[src/rtl/psg_pkg.sv]
// psg_pkg: byte field layout, channel constants and reset values for the PSG write port
package psg_pkg;
  localparam int LATCH_BIT = 7;
  localparam int CH_HI = 6;
  localparam int CH_LO = 5;
  localparam int TYPE_BIT = 4;
  localparam logic [1:0] TONE_CH0 = 2'd0;
  localparam logic [1:0] NOISE_CHANNEL = 2'd3;
  localparam logic [3:0] ATTENUATION_OFF = 4'hF;
  localparam logic [9:0] TONE_RESET = 10'd0;
  typedef struct packed {
    logic [1:0] channel;
    logic       is_attenuation;
  } latched_t;
  localparam latched_t LATCHED_RESET = '{channel: TONE_CH0, is_attenuation: 1'b0};
  function automatic logic is_noise(latched_t l);
    return l.channel == NOISE_CHANNEL && !l.is_attenuation;
  endfunction
endpackage

[src/rtl/psg_bus_interface_write_ready_timer.sv]
// write_ready_timer: busy counter that holds ready low for a fixed number of cycles after each write
module write_ready_timer #(
  parameter int WRITE_BUSY_CYCLES = 32
) (
  input  logic clk,
  input  logic reset,
  input  logic accept,
  output logic ready
);
  localparam int CW = WRITE_BUSY_CYCLES > 0 ? $clog2(WRITE_BUSY_CYCLES + 1) : 1;
  logic [CW-1:0] r_count;
  // reload on accept, otherwise count down and stick at zero
  always_ff @(posedge clk or posedge reset)
    if (reset) r_count <= '0;
    else if (accept) r_count <= CW'(WRITE_BUSY_CYCLES);
    else if (r_count != '0) r_count <= r_count - CW'(1);
  assign ready = r_count == '0;
endmodule

[src/rtl/psg_bus_interface.sv]
// psg_bus_interface: SN76489 latch/data byte decoder and register file with ready pacing
module psg_bus_interface
  import psg_pkg::*;
#(
  parameter int WRITE_BUSY_CYCLES = 32
) (
  input  logic       clk,
  input  logic       reset,
  input  logic [7:0] data,
  input  logic       write,
  output logic       ready,
  output logic [9:0] tone_freq_0,
  output logic [9:0] tone_freq_1,
  output logic [9:0] tone_freq_2,
  output logic [2:0] noise_control,
  output logic [3:0] attenuation_0,
  output logic [3:0] attenuation_1,
  output logic [3:0] attenuation_2,
  output logic [3:0] attenuation_3,
  output logic       restart_noise
);
  logic [9:0] r_tone [3];
  logic [3:0] r_att [4];
  logic [2:0] r_noise;
  latched_t   r_latched;
  logic       r_restart;
  logic       w_accept;
  logic       w_latch;
  latched_t   w_target;
  write_ready_timer #(.WRITE_BUSY_CYCLES(WRITE_BUSY_CYCLES)) u_timer (
    .clk(clk),
    .reset(reset),
    .accept(w_accept),
    .ready(ready)
  );
  assign w_accept = write & ready;
  assign w_latch = data[LATCH_BIT];
  // a latch byte names its own target; a data byte reuses the last latched one
  assign w_target = w_latch ? '{channel: data[CH_HI:CH_LO], is_attenuation: data[TYPE_BIT]} : r_latched;
  // register file update, latched target tracking and noise restart pulse
  always_ff @(posedge clk or posedge reset)
    if (reset) begin
      for (int i = 0; i < 3; i++) r_tone[i] <= TONE_RESET;
      for (int i = 0; i < 4; i++) r_att[i] <= ATTENUATION_OFF;
      r_noise <= 3'b000;
      r_latched <= LATCHED_RESET;
      r_restart <= 1'b0;
    end else begin
      r_restart <= w_accept && is_noise(w_target);
      if (w_accept) begin
        r_latched <= w_target;
        if (w_target.is_attenuation) r_att[w_target.channel] <= data[3:0];
        else if (is_noise(w_target)) r_noise <= data[2:0];
        else if (w_latch) r_tone[w_target.channel][3:0] <= data[3:0];
        else r_tone[w_target.channel][9:4] <= data[5:0];
      end
    end
  assign tone_freq_0 = r_tone[0];
  assign tone_freq_1 = r_tone[1];
  assign tone_freq_2 = r_tone[2];
  assign noise_control = r_noise;
  assign attenuation_0 = r_att[0];
  assign attenuation_1 = r_att[1];
  assign attenuation_2 = r_att[2];
  assign attenuation_3 = r_att[3];
  assign restart_noise = r_restart;
endmodule

[config.mk]
export PLATFORM = sky130hd
export DESIGN_NAME = psg_bus_interface
export DESIGN_NICKNAME = d
export VERILOG_FILES = /design/src/rtl/psg_pkg.sv /design/src/rtl/psg_bus_interface_write_ready_timer.sv /design/src/rtl/psg_bus_interface.sv
export SDC_FILE = /design/constraint.sdc
export NUM_CORES = 1
export LEC_CHECK = 0
export ABC_AREA = 1
export CORE_MARGIN = 2
export CORE_UTILIZATION = 50
export DETAILED_ROUTE_END_ITERATION = 8
export PLACE_DENSITY_LB_ADDON = 0.1
export SLEW_MARGIN = 20
export SYNTH_ARGS = -nofsm -noshare
export SYNTH_HDL_FRONTEND = slang
export SYNTH_SLANG_ARGS = --single-unit
[constraint.sdc]
create_clock -name clk -period 2.3 [get_ports clk]
set_input_delay 0.345 -clock clk [delete_from_list [all_inputs] [get_ports clk]]
set_output_delay 0.345 -clock clk [all_outputs]
set_load 0.005 [all_outputs]
==> results of run 1 <==
## cell usage in the layout (no fill, tap or decap)
cell type | synthesis | routed
a21oi_4 | 1 | 1
buf_12 | 0 | 2
buf_4 | 1 | 7
clkbuf_1 | 4 | 2
clkbuf_8 | 0 | 13
clkdlybuf4s50_1 | 0 | 61
clkinv_2 | 0 | 1
dfrtp_1 | 43 | 43
dfstp_2 | 16 | 16
ha_1 | 1 | 1
inv_1 | 14 | 12
inv_2 | 3 | 5
inv_4 | 1 | 1
nand2_1 | 117 | 117
nand2_2 | 9 | 9
nand2_4 | 1 | 1
nand3_1 | 52 | 51
nand3_2 | 3 | 4
nand4_1 | 1 | 1
nand4_4 | 1 | 1
nor2_1 | 4 | 4
nor2_2 | 4 | 3
nor2_4 | 4 | 5
nor3_1 | 1 | 1
nor3_2 | 1 | 1
o21ai_0 | 5 | 5
o21ai_2 | 1 | 1
o21bai_1 | 1 | 1
o22ai_1 | 1 | 1
or2_1 | 1 | 1
or2_2 | 1 | 1
xor2_1 | 1 | 1
## cell type report
cell class / instances / area, um^2 / share of cell area
Sequential cell: 59 / 1500 / 0.418
Timing Repair Buffer: 70 / 703 / 0.196
Multi-Input combinational cell: 211 / 1030 / 0.288
Clock buffer: 15 / 186 / 0.0521
Inverter: 18 / 70.1 / 0.0196
Tap cell: 70 / 87.6 / 0.0245
Clock inverter: 1 / 5.00 / 0.00140
## how the worst max path moves through the flow
stage,endpoint,depth (start not counted),startpoint,slack (ns)
2_1_floorplan,noise_control[0],1,reset,0.53
3_3_place_gp,tone_freq_1[0],8,data[7],0.18
3_5_place_dp,tone_freq_1[2],8,data[7],0.15
4_1_cts,ready,7,u_timer.r_count[0],0.03
5_1_grt,ready,7,u_timer.r_count[0],0.004
6_report,ready,7,u_timer.r_count[0],0.14
## stage by stage
step	power, mW	cells
2_1_floorplan	1.70	298
3_3_place_gp	1.92	426
3_5_place_dp	1.95	426
4_1_cts	2.86	442
5_1_grt	3.04	444
6_report	2.86	444
## where the power goes
group	internal (mW)	switching [mW]
sequential	1.19	0.0964
clock	0.508	0.380
combinational	0.294	0.397
total	1.99	0.874
## state kept, by name, indices dropped and copies added, names as in the netlist
signal	count
tone_freq_0	10
tone_freq_1	10
attenuation_0	4
attenuation_2	4
attenuation_3	4
r_latched	3
tone_freq_2	10
u_timer.r_count	6
attenuation_1	4
restart_noise	1
noise_control	3
## per-layer routing
layer / vias up / global-route usage
met2: 62 / 0.354
met5: - / 0
met3: 7 / 0.0400
met1: 1061 / 0.283
li1: 1094 / -
met4: 0 / 0.118
## critical path, cell delays in order, from the launching register on
cell             delay (ns)
dfrtp_1                0.37
inv_1                  0.09
ha_1                   0.15
inv_1                  0.07
nor2_4                 0.13
nand3_2                0.11
inv_2                  0.08
clkdlybuf4s50_1        0.49
## repair_timing
item | in CTS | in global routing
pin swaps | 0 | 1
setup buffers | 0 | 2
setup endpoints to repair | 1 | 1
endpoints found under the hold margin | 0 | 0
gates resized for setup | 1 | 2
## cells by family after synthesis
kind of cell / synth area share
fa+ha+maj: 0.00469
flops: 0.561
buf+inv: 0.0558
xor+xnor: 0.00328
simple gates: 0.351
compound gates: 0.0239
==> results.md, run 1 <==
* ANT cells at 0
* Fin util at 0.697
* PortBufs at 61
* Syn Inst Count at 298
* Most instantiated library cell after synthesis: nand2_1
* Critical path arrival at 1.81 ns
* Share of the synthesized area in the top cell type at 0.403
* DR top layer: met4
* Grt ovf at 0
* DRC errors left at 0
* Leak at 1.75 nW
* Die ar. at 5940 um^2
* First-pass GRT wire length at 10200 um
* Max-slew headroom at 0.636
* Vias/cell at 5.01
* Number of clock sinks at 59
* Via count at 2224
* Placement-stage worst setup slack at 0.151 ns
* VDD IR max at 0.000734 V
* Final nets at 381
* Seq/Total Area, Yosys at 0.561
* Final hold slack at 0.388 ns
* Worst Setup End Kind: primary output
* DP Wirelength at 4110 um
* GRT Total Usage at 0.220
* Avg Cell Area, Syn at 8.95 um^2
* Wire length on met1 at 2650 um
* CTS tree: built
* Critical Path RT at 1.96 ns
* Setup TNS at 0 ns
* #FFs+latches synth at 59
* Post-synth top flop: dfrtp_1
* TritonCTS Buffers at 9
* CTS Buffer Depth at 2
* Status: completed
* Final worst path period need at 2.16 ns
* ANT nets after route at 0
* Crit path max fanout at 4
* Drt total wl at 5920 um
* Synth async-reset ratio at 1.00
* Reg2reg end: attenuation_3[1]
* Synthesis-to-finish area growth at 34.2%
* Power Density at 800 nW/um^2
* Max Cap Violations at 0
* R2R Path Start: u_timer.r_count[0]
* Io pins at 62
* Fillers at 435
* Largest net degree at the start of global routing at 60
* Startpoint types: flop
* GP Congestion at 0.861
* Cell Area, Placed at 3360 um^2
* Fin area at 3580 um^2
* Post-Syn Area at 2670 um^2
* Vias in the first global route at 2176
* Num rows at 26
* Clk slew on worst S/H paths at 0.06 ns
* Die H at 77.0 um
* CP Class: reg2out
* DRT Pass-1 Iters at 4
* Hold Vio Cnt, Final at 0
* Reg2Reg Depth at 11
* Min-delay worst type: in2async
* Initial antenna violation count at 0
* Hold_buf cts at 0
* Maximum clock rate at 463 MHz
* Area contributors post-synth: dfrtp_1, nand2_1, dfstp_2
* Synth Warn # at 0
* CTS root buffer: clkbuf_8
* Area of the core at 5140 um^2
* Synth top cells by count: nand2_1, nand3_1, dfrtp_1
* H-Tree Depth at 3
* Metal3 WL at 262 um
* Least-Margin Pin Slew at 0.545 ns
* Worst-skew pair later-pin latency at 0.33 ns
* Dominant cell type by area after synthesis: dfrtp_1
* Unique masters post-synth at 29
* Die Span X at 77.0 um
* Wire per inst at 13.3 um
* Routed wl met2 at 2940 um
* Syn_nets at 310
* Final setup skew at 0.00386 ns
* Layout cells sized above 1 at 0.193
* Initial Util at 0.519
* First DRT Iteration DRCs at 139
* EDFF count, synth at 0
* Final setup viols at 0
* Final setup margin at 0.141 ns
* Max-slew violation count at 0
* Flop2flop setup slack at 0.52 ns
* RSZ-0062 raised after global routing: false
* Final period util at 0.939
(Power assumes the default switching activity.)
==> run 2: changes to the inputs <==
--- a/config.mk
+++ b/config.mk
@@ -9,7 +9,9 @@
 export CORE_MARGIN = 2
 export CORE_UTILIZATION = 50
 export DETAILED_ROUTE_END_ITERATION = 8
+export GPL_TIMING_DRIVEN = 0
 export PLACE_DENSITY_LB_ADDON = 0.1
+export RECOVER_POWER = 100
 export SLEW_MARGIN = 20
 export SYNTH_ARGS = -nofsm -noshare
 export SYNTH_HDL_FRONTEND = slang
==> results.md, run 2 (synthesized netlist as in run 1, its figures left out) <==
* Final setup viols at 0 (unchanged)
* Status: completed
* Num rows at 26 (unchanged)
* DRC errors left at 0 (unchanged)
* TritonCTS Buffers at 9 (unchanged)
* Worst Setup End Kind: primary output
* Hold_buf cts at 0 (unchanged)
* CTS root buffer: clkbuf_8
* Reg2Reg Depth at 10 (-1)
* Max-slew violation count at 0 (unchanged)
* H-Tree Depth at 3 (unchanged)
* GP Congestion at 0.815 (-5.3%)
* Least-Margin Pin Slew at 1.16 ns (+0.619 ns)
* NetSw at 0.862 mW (-1.4%)
* Critical Path RT at 1.96 ns (about the same)
* GRT Total Usage at 0.213 (-0.00667)
* Crit path max fanout at 4 (unchanged)
* Power Density at 810 nW/um^2 (+1.3%)
* Via count at 2233 (+0.40%)
* CTS tree: built
* Wire per inst at 13.3 um (-0.68%)
* Vias/cell at 5.02 (+0.18%)
* Worst-skew pair later-pin latency at 0.34 ns (about the same)
* ANT cells at 0 (unchanged)
* CTS Buffer Depth at 2 (unchanged)
* Io pins at 62 (unchanged)
* Synthesis-to-finish area growth at 32.5%
* Final period util at 0.947 (+0.00800)
* Vias in the first global route at 2111 (-3.0%)
* Final setup skew at 0.00588 ns (+0.00201 ns)
* Final worst path period need at 2.18 ns (+0.0184 ns)
* Internal power at 2.00 mW (+0.49%)
* Critical path arrival at 1.83 ns (+0.02 ns)
* Cell Count, Final, Fillers Out at 445 (+0.23%)
* Grt ovf at 0 (unchanged)
* DRT Pass-1 Iters at 4 (unchanged)
* Fin area at 3530 um^2 (-1.3%)
* Reg2reg end: tone_freq_0[9]
* Startpoint types: flop
* First-pass GRT wire length at 9870 um (-3.3%)
* Worst Hold End: tone_freq_1[9]
* Switching Share at 0.301 (-0.00402)
* R2R Path Start: u_timer.r_count[0]
* Max-slew headroom at 0.223 (-0.413)
* Placement-stage worst setup slack at 0.334 ns (+0.183 ns)
* Number of clock sinks at 59 (unchanged)
* Clk pwr share at 0.325 (+0.015)
* Die H at 77.0 um (unchanged)
* Cell Area, Placed at 3350 um^2 (-0.48%)
* Sequential share of power at 0.447 (about the same)
* Clk slew on worst S/H paths at 0.06 ns (about the same)
* Comb pwr share at 0.228 (-0.013)
* Worst hold stages at 4
* RSZ-0062 raised after global routing: false
* Max Cap Violations at 0 (unchanged)
* First DRT Iteration DRCs at 112 (-19%)
* Flop2flop setup slack at 0.32 ns (-0.20 ns)
* ANT nets after route at 0 (unchanged)
* Commonest non-fill, non-tap cell in the layout: nand2_1
* Final nets at 383 (+0.52%)
* Hold path startpoint: data[7]
* Min-delay worst type: in2reg
* Initial Util at 0.519 (unchanged)
* CP Class: reg2out
* Maximum clock rate at 459 MHz (-0.84%)
* Area of the core at 5140 um^2 (unchanged)
* Largest net degree at the start of global routing at 60 (unchanged)
* Post-Place Cells at 427 (+0.23%)
* Hold Vio Cnt, Final at 0 (unchanged)
* Final setup margin at 0.122 ns (-0.0184 ns)
* Die ar. at 5940 um^2 (unchanged)
* Commonest non-fill, non-tap cells in the layout: nand2_1, nand3_1, dlygate4sd3_1, dfrtp_1, dfstp_2
* DP Wirelength at 4090 um (-0.54%)
* Die Span X at 77.0 um (unchanged)
* Leak at 1.90 nW (+8.7%)
* Layout cells sized above 1 at 0.157 (-0.0352)
* VDD IR max at 0.000708 V (-3.5%)
* PortBufs at 59 (-3.3%)
* Initial antenna violation count at 0 (unchanged)
* Drt total wl at 5900 um (-0.46%)
## run 2: changes by cell type in the layout (fill, tap and decap cells not counted), sizes merged
cell	previous run	this run
buf	9	5
bufinv	0	1
clkbuf	15	21
clkdlybuf4s50	61	8
dlygate4sd3	0	51
## run 2: worst max-delay path by stage
stage	startpoint	endpoint	slack [ns]	cells after the start
after floorplan	reset	noise_control[0]	0.53	1
after global placement	reset	tone_freq_1[7]	-0.47	2
after detailed placement	u_timer.r_count[0]	ready	0.33	7
after CTS	u_timer.r_count[0]	ready	0.02	7
after global routing	u_timer.r_count[0]	ready	0.004	7
final	u_timer.r_count[0]	ready	0.12	7
## run 2: power by group through the flow
stage	Sequential, mW	Clock [mW]	Combinational [mW]
3_3_place_gp	1.29	0	0.617
5_1_grt	1.29	0.990	0.728
3_5_place_dp	1.29	0	0.644
6_report	1.28	0.931	0.651
2_1_floorplan	1.28	0	0.415
4_1_cts	1.28	0.945	0.654
## run 2: final cells by class
class | instances | area (um^2)
Timing Repair Buffer | 62 | 609
Inverter | 18 | 70.1
Buffer | 10 | 68.8
Multi-Input combinational cell | 211 | 1010
Sequential cell | 59 | 1500
Fill cell | 435 | 1610
Clock inverter | 2 | 35.0
Clock buffer | 13 | 159
Tap cell | 70 | 87.6
## run 2: repair_timing
action,in CTS,in global routing
pin swaps,0,1
resized for setup,1,3
setup endpoints to repair,1,1
setup buffers,0,3
## run 2: critical path, cell delays in order (launching register included)
cell	delay (ns)
dfrtp_1	0.37
inv_1	0.09
ha_1	0.15
inv_1	0.07
nor2_4	0.15
nand3_4	0.10
inv_2	0.08
clkdlybuf4s50_1	0.49
## run 2: metrics by stage
stage	TNS (ns)	hold slack, ns	total power, mW	utilization
final	0	0.352	2.86	0.687
after global routing	0	0.387	3.01	0.687
after CTS	0	0.352	2.88	0.690
after detailed placement	0	0.453	1.94	0.651
after global placement	-19.89	0.453	1.91	0.651
after floorplan	0	0.451	1.70	-
## run 2: metal layers
| metal | track usage | part of all wire | up-vias | routed length [um] |
|---|---|---|---|---|
| met5 | 0 | 0 | - | 0 |
| met4 | 0.111 | 0.022 | 0 | 131 |
| met3 | 0.0341 | 0.038 | 11 | 227 |
| met2 | 0.343 | 0.49 | 50 | 2890 |
| met1 | 0.279 | 0.45 | 1068 | 2650 |
| li1 | - | - | 1104 | - |
==> run 3: changes to the inputs <==
--- a/config.mk
+++ b/config.mk
@@ -6,8 +6,9 @@
 export NUM_CORES = 1
 export LEC_CHECK = 0
 export ABC_AREA = 1
+export CORE_ASPECT_RATIO = 1.25
 export CORE_MARGIN = 2
-export CORE_UTILIZATION = 50
+export CORE_UTILIZATION = 30
 export DETAILED_ROUTE_END_ITERATION = 8
 export GPL_TIMING_DRIVEN = 0
 export PLACE_DENSITY_LB_ADDON = 0.1
==> results.md, run 3 (synthesized netlist as in run 1, its figures left out) <==
* GP Congestion at 0.761 (-6.6%)
* Status: completed
* Buf+Inv Stages, Crit Path at 4 (unchanged)
* VDD IR max at 0.000504 V (-29%)
* Cell Area, Placed at 3440 um^2 (+2.7%)
* Final setup viols at 0 (unchanged)
* Startpoint types: flop
* Worst Setup End Kind: flop
* DRT Pass-1 Iters at 4 (unchanged)
* Worst-path cell chain: inv_1, ha_1, inv_1, nor2_4, clkbuf_1, nand4_4, nor2_1, clkbuf_2, nand3_1, nand2_1
* CTS tree: built
* Final period util at 0.834 (-0.113)
* ANT cells at 0 (unchanged)
* Initial antenna violation count at 0 (unchanged)
* Max-slew violation count at 0 (unchanged)
* Die H at 109 um (+42%)
* Grt ovf at 0 (unchanged)
* First-pass GRT wire length at 10900 um (+11%)
* RSZ-0062 raised after global routing: false
* Comb pwr share at 0.224 (-0.004)
* NetSw at 0.870 mW (+0.97%)
* Initial Util at 0.308 (-0.211)
* Least-Margin Pin Slew at 0.656 ns (-0.508 ns)
* Sequential share of power at 0.445 (-0.002)
* Cell Count, Final, Fillers Out at 497 (+12%)
* Internal power at 2.00 mW (about the same)
* Setup TNS at 0 ns (unchanged)
* Vias in the first global route at 2174 (+3.0%)
* Final setup skew at 0.00513 ns (-0.000750 ns)
* Fin area at 3630 um^2 (+2.7%)
* Area of the core at 8650 um^2 (+68%)
* Wire per inst at 13.2 um (-0.27%)
* Drt total wl at 6570 um (+11%)
* TritonCTS Buffers at 9 (unchanged)
* Io pins at 62 (unchanged)
* CTS Buffer Depth at 2 (unchanged)
* Crit-path max cell delay at 0.38 ns (-0.11 ns)
* Worst-skew pair later-pin latency at 0.34 ns (about the same)
* Num rows at 38 (+46%)
* Power Density at 791 nW/um^2 (-2.3%)
* DP Wirelength at 4690 um (+15%)
* Commonest non-fill, non-tap cell in the layout: nand2_1
* Hold_buf cts at 0 (unchanged)
* Multi-input gate area at 995 um^2 (-1.2%)
* Fillers at 928 (+110%)
* Final worst path period need at 1.92 ns (-0.259 ns)
* Via count at 2210 (-1.0%)
* Layout cells sized above 1 at 0.162 (+0.00447)
* Final hold slack at 0.358 ns (+0.00619 ns)
* Die ar. at 9670 um^2 (+63%)
* Final nets at 385 (+0.52%)
* First DRT Iteration DRCs at 81 (-28%)
* CP max-delay cell: dfrtp_1
* Critical path arrival at 2.19 ns (+0.36 ns)
* GRT Total Usage at 0.150 (-0.0627)
* Cell mode on critical path: inv_1
* Max Cap Violations at 0 (unchanged)
* Clk slew on worst S/H paths at 0.07 ns (about the same)
* Number of clock sinks at 59 (unchanged)
* Max-slew headroom at 0.560 (+0.338)
* H-Tree Depth at 3 (unchanged)
* Vias/cell at 4.45 (-11%)
* CP Class: reg2reg
* Clk pwr share at 0.331 (+0.006)
* ANT nets after route at 0 (unchanged)
* Largest net degree at the start of global routing at 48 (-20%)
* Hold Vio Cnt, Final at 0 (unchanged)
* Leak at 1.93 nW (+1.8%)
* CP top delay family: simple AND/OR/NAND/NOR gates
* Critical Path RT at 2.58 ns (+0.62 ns)
* Switching Share at 0.303 (+0.00183)
* Maximum clock rate at 521 MHz (+14%)
* Post-Place Cells at 478 (+12%)
* Min-delay worst type: in2reg
* Crit path max fanout at 10 (+6)
* DRC errors left at 0 (unchanged)
* Commonest non-fill, non-tap cells in the layout: nand2_1, nand3_1, dlygate4sd3_1, dfrtp_1, dfstp_2
* FF+latch area at 1500 um^2 (unchanged)
* Power after layout at 2.87 mW (+0.36%)
* PortBufs at 59 (unchanged)
* Synthesis-to-finish area growth at 36.1%
* Die Span X at 88.3 um (+15%)
* CTS root buffer: clkbuf_8
[run 3: repair_timing]
action / in CTS / in global routing
pin swaps: 0 / 1
endpoints found under the setup margin: 1 / 1
gates resized for setup: 2 / 3
setup buffers: 0 / 4
[run 3: layer usage]
| layer | part of all wire | global-route usage | up-vias |
|---|---|---|---|
| li1 | - | - | 1103 |
| met1 | 0.44 | 0.187 | 1044 |
| met2 | 0.50 | 0.244 | 52 |
| met3 | 0.047 | 0.0330 | 11 |
| met4 | 0.020 | 0.0758 | 0 |
| met5 | 0 | 0 | - |
[run 3: path summary, 6_finish.rpt]
check                                    to  depth (start not counted)  slack [ns]          startpoint
setup / recovery           attenuation_0[0]                         10        0.38  u_timer.r_count[0]
hold / removal               tone_freq_1[9]                          4        0.36             data[7]
setup reg to reg           attenuation_0[0]                         10        0.38  u_timer.r_count[0]
hold reg to reg            attenuation_1[0]                          2        0.46    attenuation_1[0]
max in group asynchronous  attenuation_3[3]                          3        1.10               reset
min in group asynchronous     restart_noise                          2        0.53               reset
[run 3: tightest hold or removal path, cell delays in order]
cell	delay, ns
buf_6	0.13
nor2_4	0.07
nand3_1	0.07
nand2_1	0.04
[run 3: through the flow]
stage | worst slack [ns] | utilization
floorplan | 0.525 | -
global placement | -0.701 | 0.394
detailed placement | 0.301 | 0.397
CTS | 0.0260 | 0.421
global route | 0.161 | 0.419
finish | 0.382 | 0.419
[run 3: power by group through the flow]
| stage | combinational (mW) | sequential (mW) | clock [mW] |
|---|---|---|---|
| after floorplan | 0.415 | 1.28 | 0 |
| after global placement | 0.630 | 1.29 | 0 |
| after detailed placement | 0.651 | 1.29 | 0 |
| after CTS | 0.664 | 1.28 | 0.986 |
| after global routing | 0.740 | 1.30 | 1.03 |
| final | 0.643 | 1.28 | 0.951 |
[run 3: area by class of cell]
type	instances	share of cell area
plain buffers	10	0.0210
clock buffers	13	0.0438
clock inverters	2	0.00965
inverters	18	0.0196
multi-input cells	211	0.274
flip-flops and latches	59	0.412
well taps	120	0.0414
repair buffers	64	0.178
